<file path="src/rtl/axi_port_arbiter.sv">
// rtl/axi_port_arbiter.sv - round-robin sequencer sharing one AXI burst controller between NUM_PORTS requesters
// Optional per-port grant counters (perf_cnt_o, perf_clr_i) are built when AXI_ARB_PERF_EN is defined.
module axi_port_arbiter #(
   parameter int NUM_PORTS = 2,
   parameter int ADDR_W    = 64,
   parameter int DATA_W    = 64,
   parameter int IDX_W     = 9
) (
   input  logic                          clk,
   input  logic                          rst,
   input  logic [NUM_PORTS-1:0]          req_i,
   input  logic [NUM_PORTS-1:0]          rw_i,
   input  logic [NUM_PORTS*ADDR_W-1:0]   addr_i,
   input  logic [NUM_PORTS*DATA_W-1:0]   wdata_i,
   input  logic [NUM_PORTS*8-1:0]        len_i,
   input  logic [NUM_PORTS*IDX_W-1:0]    fifo_idx_i,
   input  logic [NUM_PORTS-1:0]          fifo_wen_i,
   input  logic [NUM_PORTS-1:0]          fifo_done_i,
   output logic [NUM_PORTS-1:0]          done_o,
   output logic [DATA_W-1:0]             rdata_o,
   output logic                          m_req_o,
   output logic                          m_rw_o,
   output logic [ADDR_W-1:0]             m_addr_o,
   output logic [DATA_W-1:0]             m_wdata_o,
   output logic [7:0]                    m_len_o,
   output logic [IDX_W-1:0]              m_fifo_idx_o,
   output logic                          m_fifo_wen_o,
   output logic                          m_fifo_done_o,
   input  logic [DATA_W-1:0]             m_rdata_i,
   input  logic                          m_done_i,
`ifdef AXI_ARB_PERF_EN
   output logic [NUM_PORTS*32-1:0]       perf_cnt_o,
   input  logic                          perf_clr_i,
`endif
   output logic [NUM_PORTS-1:0]          grant_o
);

   localparam int PTR_W = (NUM_PORTS > 2) ? 2 : 1;

   typedef enum logic [1:0] {S_IDLE, S_ISSUE, S_XFER, S_RELEASE} state_t;

   state_t               r_state;
   logic [PTR_W-1:0]     r_ptr;
   logic [PTR_W-1:0]     r_gidx;
   logic [NUM_PORTS-1:0] r_grant;
   logic [NUM_PORTS-1:0] r_done;
   logic [PTR_W-1:0]     w_sel_idx;
   logic [PTR_W-1:0]     w_next_ptr;
   logic                 w_sel_any;
   logic                 w_xfer;

   // Scan downward so the candidate closest to r_ptr overwrites the others and wins.
   always_comb begin
      logic [PTR_W:0] v_cand;
      w_sel_any = 1'b0;
      w_sel_idx = '0;
      v_cand    = '0;
      for (int i = NUM_PORTS - 1; i >= 0; i--) begin
         v_cand = {1'b0, r_ptr} + (PTR_W+1)'(i);
         if (v_cand >= (PTR_W+1)'(NUM_PORTS))
            v_cand = v_cand - (PTR_W+1)'(NUM_PORTS);
         if (req_i[v_cand[PTR_W-1:0]]) begin
            w_sel_any = 1'b1;
            w_sel_idx = v_cand[PTR_W-1:0];
         end
      end
   end

   assign w_next_ptr = (r_gidx == PTR_W'(NUM_PORTS - 1)) ? '0 : r_gidx + 1'b1;
   assign w_xfer     = (r_state == S_XFER);

   assign m_fifo_idx_o  = w_xfer ? fifo_idx_i[int'(r_gidx)*IDX_W +: IDX_W] : '0;
   assign m_fifo_wen_o  = w_xfer & fifo_wen_i[r_gidx];
   assign m_fifo_done_o = w_xfer & fifo_done_i[r_gidx];
   assign rdata_o       = m_rdata_i;
   assign grant_o       = r_grant;
   assign done_o        = r_done;

   always_ff @(posedge clk or negedge rst) begin
      if (!rst) begin
         r_state   <= S_IDLE;
         r_ptr     <= '0;
         r_gidx    <= '0;
         r_grant   <= '0;
         r_done    <= '0;
         m_req_o   <= 1'b0;
         m_rw_o    <= 1'b0;
         m_addr_o  <= '0;
         m_wdata_o <= '0;
         m_len_o   <= '0;
      end else begin
         case (r_state)
            S_IDLE: begin
               if (w_sel_any) begin
                  r_gidx    <= w_sel_idx;
                  r_grant   <= NUM_PORTS'(1) << w_sel_idx;
                  m_rw_o    <= rw_i[w_sel_idx];
                  m_addr_o  <= addr_i[int'(w_sel_idx)*ADDR_W +: ADDR_W];
                  m_wdata_o <= wdata_i[int'(w_sel_idx)*DATA_W +: DATA_W];
                  m_len_o   <= len_i[int'(w_sel_idx)*8 +: 8];
                  m_req_o   <= 1'b1;
                  r_state   <= S_ISSUE;
               end
            end
            S_ISSUE: begin
               if (m_done_i) begin
                  m_req_o <= 1'b0;
                  r_done  <= r_grant;
                  r_state <= S_XFER;
               end
            end
            S_XFER: begin
               if (fifo_done_i[r_gidx])
                  r_state <= S_RELEASE;
            end
            S_RELEASE: begin
               r_done  <= '0;
               r_grant <= '0;
               r_ptr   <= w_next_ptr;
               r_state <= S_IDLE;
            end
            default: r_state <= S_IDLE;
         endcase
      end
   end

`ifdef AXI_ARB_PERF_EN
   logic [31:0] r_perf [NUM_PORTS];

   always_ff @(posedge clk or negedge rst) begin
      if (!rst) begin
         for (int p = 0; p < NUM_PORTS; p++) r_perf[p] <= '0;
      end else if (perf_clr_i) begin
         for (int p = 0; p < NUM_PORTS; p++) r_perf[p] <= '0;
      end else if (r_state == S_ISSUE && m_done_i && r_perf[r_gidx] != 32'hFFFF_FFFF) begin
         r_perf[r_gidx] <= r_perf[r_gidx] + 32'd1;
      end
   end

   for (genvar p = 0; p < NUM_PORTS; p++) begin : g_perf
      assign perf_cnt_o[p*32 +: 32] = r_perf[p];
   end
`endif

endmodule

</file>
<file path="config.mk">
export PLATFORM = sky130hd
export DESIGN_NAME = axi_port_arbiter
export DESIGN_NICKNAME = d
export VERILOG_FILES = /design/src/rtl/axi_port_arbiter.sv
export SDC_FILE = /design/constraint.sdc
export NUM_CORES = 1
export LEC_CHECK = 0
export CORE_AREA = 2 2 224 226
export CTS_BUF_LIST = sky130_fd_sc_hd__clkbuf_16
export CTS_CLUSTER_DIAMETER = 100
export DETAILED_ROUTE_END_ITERATION = 8
export DIE_AREA = 0 0 226 228
export PLACE_DENSITY = 0.51
export RECOVER_POWER = 25
export SKIP_LAST_GASP = 1
export SYNTH_ARGS = -nofsm -noshare
export SYNTH_HDL_FRONTEND = slang
export SYNTH_SLANG_ARGS = --single-unit
</file>
<file path="constraint.sdc">
create_clock -name clk -period 2.25 [get_ports clk]
set_input_delay 0.45 -clock clk [delete_from_list [all_inputs] [get_ports clk]]
set_output_delay 0.45 -clock clk [all_outputs]
set_load 0.02 [all_outputs]
</file>
; ---- After elaboration in Yosys (flattened, before gate mapping)
; Cells that the tools add are included.
[op_classes]
mux = 29
n_lt_le_gt_ge = 6
shifts = 5
n_addsub = 4
mul = 1
bitwise = 2
n_reduce_logical = 9
eq_ne = 6
[op_table]
columns = op, count
row1 = 128-bit by 8-bit indexed part select with 64-bit output, 2
row2 = 1-bit two-way mux, 19
row3 = 18-bit by 6-bit indexed part select with 9-bit output, 1
row4 = 16-bit by 5-bit indexed part select with 8-bit output, 1
row5 = 2-bit two-way mux, 5
row6 = 9-bit two-way mux, 1
row7 = "1-bit by 2-bit less-than comparator with 1-bit output, second input constant", 4
row8 = 2-bit case mux with 2 select lines, 2
row9 = 2-bit case mux with 4 select lines, 1
row10 = 2-bit AND reduction, 3
row11 = 3-bit AND reduction, 2
row12 = 2-bit nonzero test, 3
row13 = "1-bit by 4-bit multiplier with 5-bit output, second input constant", 1
row14 = "2-bit == test, second input constant", 2
row15 = "2-bit != test, second input constant", 2
row16 = "1-bit by 1-bit adder with 2-bit output, second input constant", 1
row17 = 1-bit AND, 2
row18 = "2-bit by 1-bit == test with 1-bit output, second input constant", 1
row19 = "1-bit by 2-bit greater-or-equal comparator with 1-bit output, second input constant", 1
row20 = "2-bit greater-or-equal comparator, second input constant", 1
row21 = 2-bit zero test, 1
row22 = "2-bit by 1-bit != test with 1-bit output, second input constant", 1
row23 = 1-bit case mux with 2 select lines, 1
row24 = "1-bit by 1-bit left shift with 2-bit output, first input constant", 1
row25 = 2 further kinds, 3
[word_totals]
word_cells = 72
register_bits = 146
out_inout_bits = 217
inputBits = 365

; ---- Depth between registers and ports, before layout
[logic_depth]
word_depth = 10
ltp_mapped = 9
depth_no_buf = 5

; ---- Worst setup path after synthesis
; OpenSTA, ideal clock, no wires.
[synth_path]
path_kind = reg-to-reg
start = register r_state[0]
end = register m_addr_o[0]
setup_ps = 77
path_slack_ps = 560
arrival_time_ps = 1612
path_stages_with_launch = 10
path_cell_list = dfrtp_1 -> inv_1 -> ha_1 -> clkbuf_2 -> o21a_1 -> buf_2 -> buf_4 -> clkbuf_1 -> nor2_1 -> a21oi_1
[synth_between]
elab_chain_len = 2
[synth_lines]
columns = element, line_no
row1 = "start, declared", 42  ; state_t r_state;
row2 = "start signal, assigned", 81  ; r_state <= S_IDLE;
row3 = "start signal, assigned", 102  ; r_state <= S_ISSUE;
row4 = "start signal, assigned", 109  ; r_state <= S_XFER;
row5 = 2-bit zero test, 92  ; case (r_state)
row6 = 2-bit AND reduction (no line), n/a
row7 = "end signal, assigned", 98  ; m_addr_o <= addr_i[int'(w_sel_idx)*ADDR_W +: ADDR_W];
row8 = "end, declared", 23  ; output logic [ADDR_W-1:0] m_addr_o,
; Every way passes these cells.
; A chain may end at the register's enable or synchronous reset.

; ---- Worst setup path in the final report
[layout_path]
start = register r_state[0]
end = output port m_fifo_idx_o[7]
[layout_between]
elab_chain_len = 2
[layout_lines]
columns = element, line_no
row1 = 2-bit == test, 70  ; assign w_xfer = (r_state == S_XFER);
row2 = 9-bit two-way mux, 72  ; assign m_fifo_idx_o = w_xfer ? fifo_idx_i[int'(r_gidx)*IDX_W +: IDX_W] : '0;
row3 = "end, declared", 26  ; output logic [IDX_W-1:0] m_fifo_idx_o,
; Every way passes these cells.

==> reports/summary.txt <==
endpoint type of the worst setup path = output pin
Top FF cell, synth = sky130_fd_sc_hd__dfrtp_1
final HPWL from detailed placement = 25,500 um
cell internal power dissipation = 10.2 mW
number of setup violations in the final report = 0
post-route cell area = 13,400 um2
via count of the first global-routing pass = 8,443
maximum clock skew at final layout = 0.00737 ns
slew of the pin with the lowest slew margin = 1.56 ns
tightest slew margin relative to the limit = -0.0376
average footprint of a synthesized cell = 8.88 um2
flop2flop setup slack = 0.39 ns
cell-by-cell trace of the critical path = inv_2 -> ha_4 -> buf_12 -> nor2b_1 -> clkdlybuf4s15_2
final WL = 35,500 um
area of the core region = 49,300 um2
Final GP Congestion = 0.820
Initial Util = 0.155
type of origin of the critical path = register
unrepaired setup endpoints after global routing = false
violations in the final reports = capacitance limit, slew limit
number of cells produced by synthesis = 864
count of maximum capacitance violations = 1
combined global-route utilization of all metal layers = 0.136
CP max stage delay = 0.39 ns
die footprint = 51,500 um2
number of hold-slack violations in the final timing report = 0
CP max-delay cell = sky130_fd_sc_hd__dfrtp_1
clock buffer count from CTS = 17
maximum VDD drop = 501 uV
number of vias after detailed routing = 8,142
I/O Pins = 582
die extent in x = 226 um
period utilization = 0.945
sequential-to-total area share from yosys stat = 0.476
capturing instance or port of the critical path = m_fifo_idx_o[7]
routed length per placed instance = 18.4 um
number of distinct library cells after synthesis = 34
DRC viols = 0
Data arrival, critical path = 1.68 ns
maximum number of pins on one net before global-route repair = 64
Reg power frac = 0.272
starting DRC count in detailed routing = 421
area growth from synthesis to layout = 74.2%
class of the most critical setup path = register to output pin
CTS sink count = 146
gate family responsible for the most delay along the worst path = buffers and inverters
Tightest Hold Check Type = input port to register
overall power after layout = 17.3 mW
number of nets with antenna violations after detailed routing = 0
count of H-tree levels built during CTS = 4
area of the mapped netlist = 7670 um2
number of synthesized flops with an enable pin = 0
overall overflow remaining after global route = 0
ratio of cells with drive above 1 in the final layout = 0.0825
power dissipated by switching net loads = 7.16 mW
async set or reset register ratio after synthesis = 1.00
status = finished, violations left
flip-flop and latch count after synthesis = 146
antenna violations before repair = 1
proportion of netlist area held by the largest area contributor = 0.476
Bufs and invs on worst path = 3
clock tree from TritonCTS = yes
post-route insts no fill = 1,922
port buffer count = 453
Vert. Die Dim = 228 um
switching share of total power = 0.413
final number of max-transition violations = 43
crit path time final = 2.13 ns
Static Leakage = 5.10 nW
worst slack on hold paths = 0.445 ns
mean number of vias per cell = 4.24
worst path required time = 1.80 ns
floorplan row count = 82
final sum of negative setup slack = 0 ns
Syn. warnings = 0
global-route wire length before repair = 52,100 um
cell taking the most area after synthesis = sky130_fd_sc_hd__dfrtp_1
maximum clock insertion buffer count = 2
commonest cells after routing, fill and taps aside = sky130_fd_sc_hd__clkdlybuf4s50_1, sky130_fd_sc_hd__dfrtp_1, sky130_fd_sc_hd__o21ai_0, sky130_fd_sc_hd__nor2_1, sky130_fd_sc_hd__a21oi_1
top post-synthesis cells by area = sky130_fd_sc_hd__dfrtp_1, sky130_fd_sc_hd__a31oi_1, sky130_fd_sc_hd__o21ai_0
number of nets in the synthesized netlist = 1,234
CP max FO = 11
total power divided by cell area = 1300 nW/um2
Worst R2R Path Depth = 5
post-place instance area = 12,800 um2
reg-to-reg critical path endpoint = r_state[1]$_DFFE_PN0P_
CTS root buf = sky130_fd_sc_hd__clkbuf_16
total iterations of the first detailed-routing run = 4
Skew-Pair Late Insertion Delay = 0.47 ns
Worst R2R Start = r_state[1]$_DFFE_PN0P_
post-CTS setup buffers = 0
number of stages on the worst setup path = 5
clock transition at the register clock pins on the worst setup and hold paths after CTS = 0.07 ns
Comb pwr share = 0.562
critical path launch point = r_state[0]$_DFFE_PN0P_
count of nets after finishing = 1,606
clock share of power = 0.166
achievable clock frequency = 470 MHz
leading cell type in the layout, fill and taps excluded = sky130_fd_sc_hd__clkdlybuf4s50_1
cell total after placement = 1,888
-- power groups by stage --
stage          sequential [mW]  clock, mW  combinational, mW
2_1_floorplan             6.22          0               3.48
3_3_place_gp              4.70          0               9.83
3_5_place_dp              4.74          0               9.90
4_1_cts                   4.73       3.02               9.94
5_1_grt                   4.89       3.14               10.5
6_report                  4.72       2.87               9.73
-- layer usage --
metal	routed length, um	vias to the layer above	GRT usage
met1	13900	3914	0.153
met4	979	0	0.0534
li1	-	3783	-
met2	17300	386	0.231
met5	0	-	0
met3	3200	59	0.0535
-- repair_timing --
item / 4_1_cts / 5_1_grt
hold endpoints to repair: 37 / 0
setup endpoints to repair: 11 / 9
hold buffers: 1 / 0
gates cloned: 0 / 0
gates resized for setup: 33 / 9
-- cells in the mapped netlist (2+ instances only) --
cell type and number:
sky130_fd_sc_hd__inv_1 5, sky130_fd_sc_hd__a31oi_1 113, sky130_fd_sc_hd__buf_2 15, sky130_fd_sc_hd__a21oi_1 115
sky130_fd_sc_hd__o21ai_0 117, sky130_fd_sc_hd__dfrtp_1 146, sky130_fd_sc_hd__a221o_1 24, sky130_fd_sc_hd__mux2i_1 13
sky130_fd_sc_hd__buf_6 4, sky130_fd_sc_hd__nand2_1 2, sky130_fd_sc_hd__nand2b_1 5, sky130_fd_sc_hd__clkbuf_1 51
sky130_fd_sc_hd__ha_1 5, sky130_fd_sc_hd__buf_1 13, sky130_fd_sc_hd__buf_4 66, sky130_fd_sc_hd__nor2b_1 12
sky130_fd_sc_hd__nor2_1 117, sky130_fd_sc_hd__clkbuf_2 2, sky130_fd_sc_hd__and2_1 24
-- state kept, by name (all words and copies together), names as in the netlist --
register and count:
m_addr_o 64, m_wdata_o 64, m_len_o 8, done_o 2, grant_o 2, r_state 2
m_req_o 1, m_rw_o 1, r_gidx 1, r_ptr 1
-- how the worst min path moves through the flow --
stage | from | to | slack [ns] | depth (start not counted)
after floorplan | rst | done_o[0]$_DFFE_PN0P_ | 0.15 | 0
after global placement | rst | m_wdata_o[56]$_DFFE_PN0P_ | 0.47 | 1
after detailed placement | rst | m_wdata_o[56]$_DFFE_PN0P_ | 0.48 | 1
after CTS | req_i[1] | grant_o[0]$_DFFE_PN0P_ | 0.41 | 3
after global routing | req_i[1] | grant_o[0]$_DFFE_PN0P_ | 0.44 | 3
final | req_i[1] | grant_o[0]$_DFFE_PN0P_ | 0.45 | 3
-- logic make-up (layout without fill, tap and decap cells) --
kind of cell	Yosys count	after routing	synth area share
AO/OA/AOI/OAI	379	379	0.286
AND/OR/NAND/NOR	163	163	0.0952
other	0	1	0
flip-flops	146	146	0.476
multiplexers	14	14	0.0184
buffers and inverters	157	542	0.116
adder cells (fa/ha/maj)	5	5	0.00815
-- through the flow --
stage | setup slack, ns | util
5_1_grt | 0.00111 | 0.271
3_3_place_gp | -0.159 | 0.260
4_1_cts | 0.00138 | 0.272
3_5_place_dp | -0.133 | 0.260
2_1_floorplan | 0.560 | -
6_report | 0.123 | 0.271
-- cell type report --
type	instances	area, um2
diodes	1	2.50
clock buffers	17	425
clock inverters	15	145
fillers	5323	36000
inverters	6	23.8
multi-input cells	561	3180
flip-flops and latches	146	3650
well taps	672	841
repair buffers	504	5090
-- worst min-delay path: stages --
cell,delay (ns)
sky130_fd_sc_hd__buf_4,0.19
sky130_fd_sc_hd__a21oi_1,0.06
sky130_fd_sc_hd__o22a_1,0.17
Note: power is estimated with default switching activity, not from simulation.
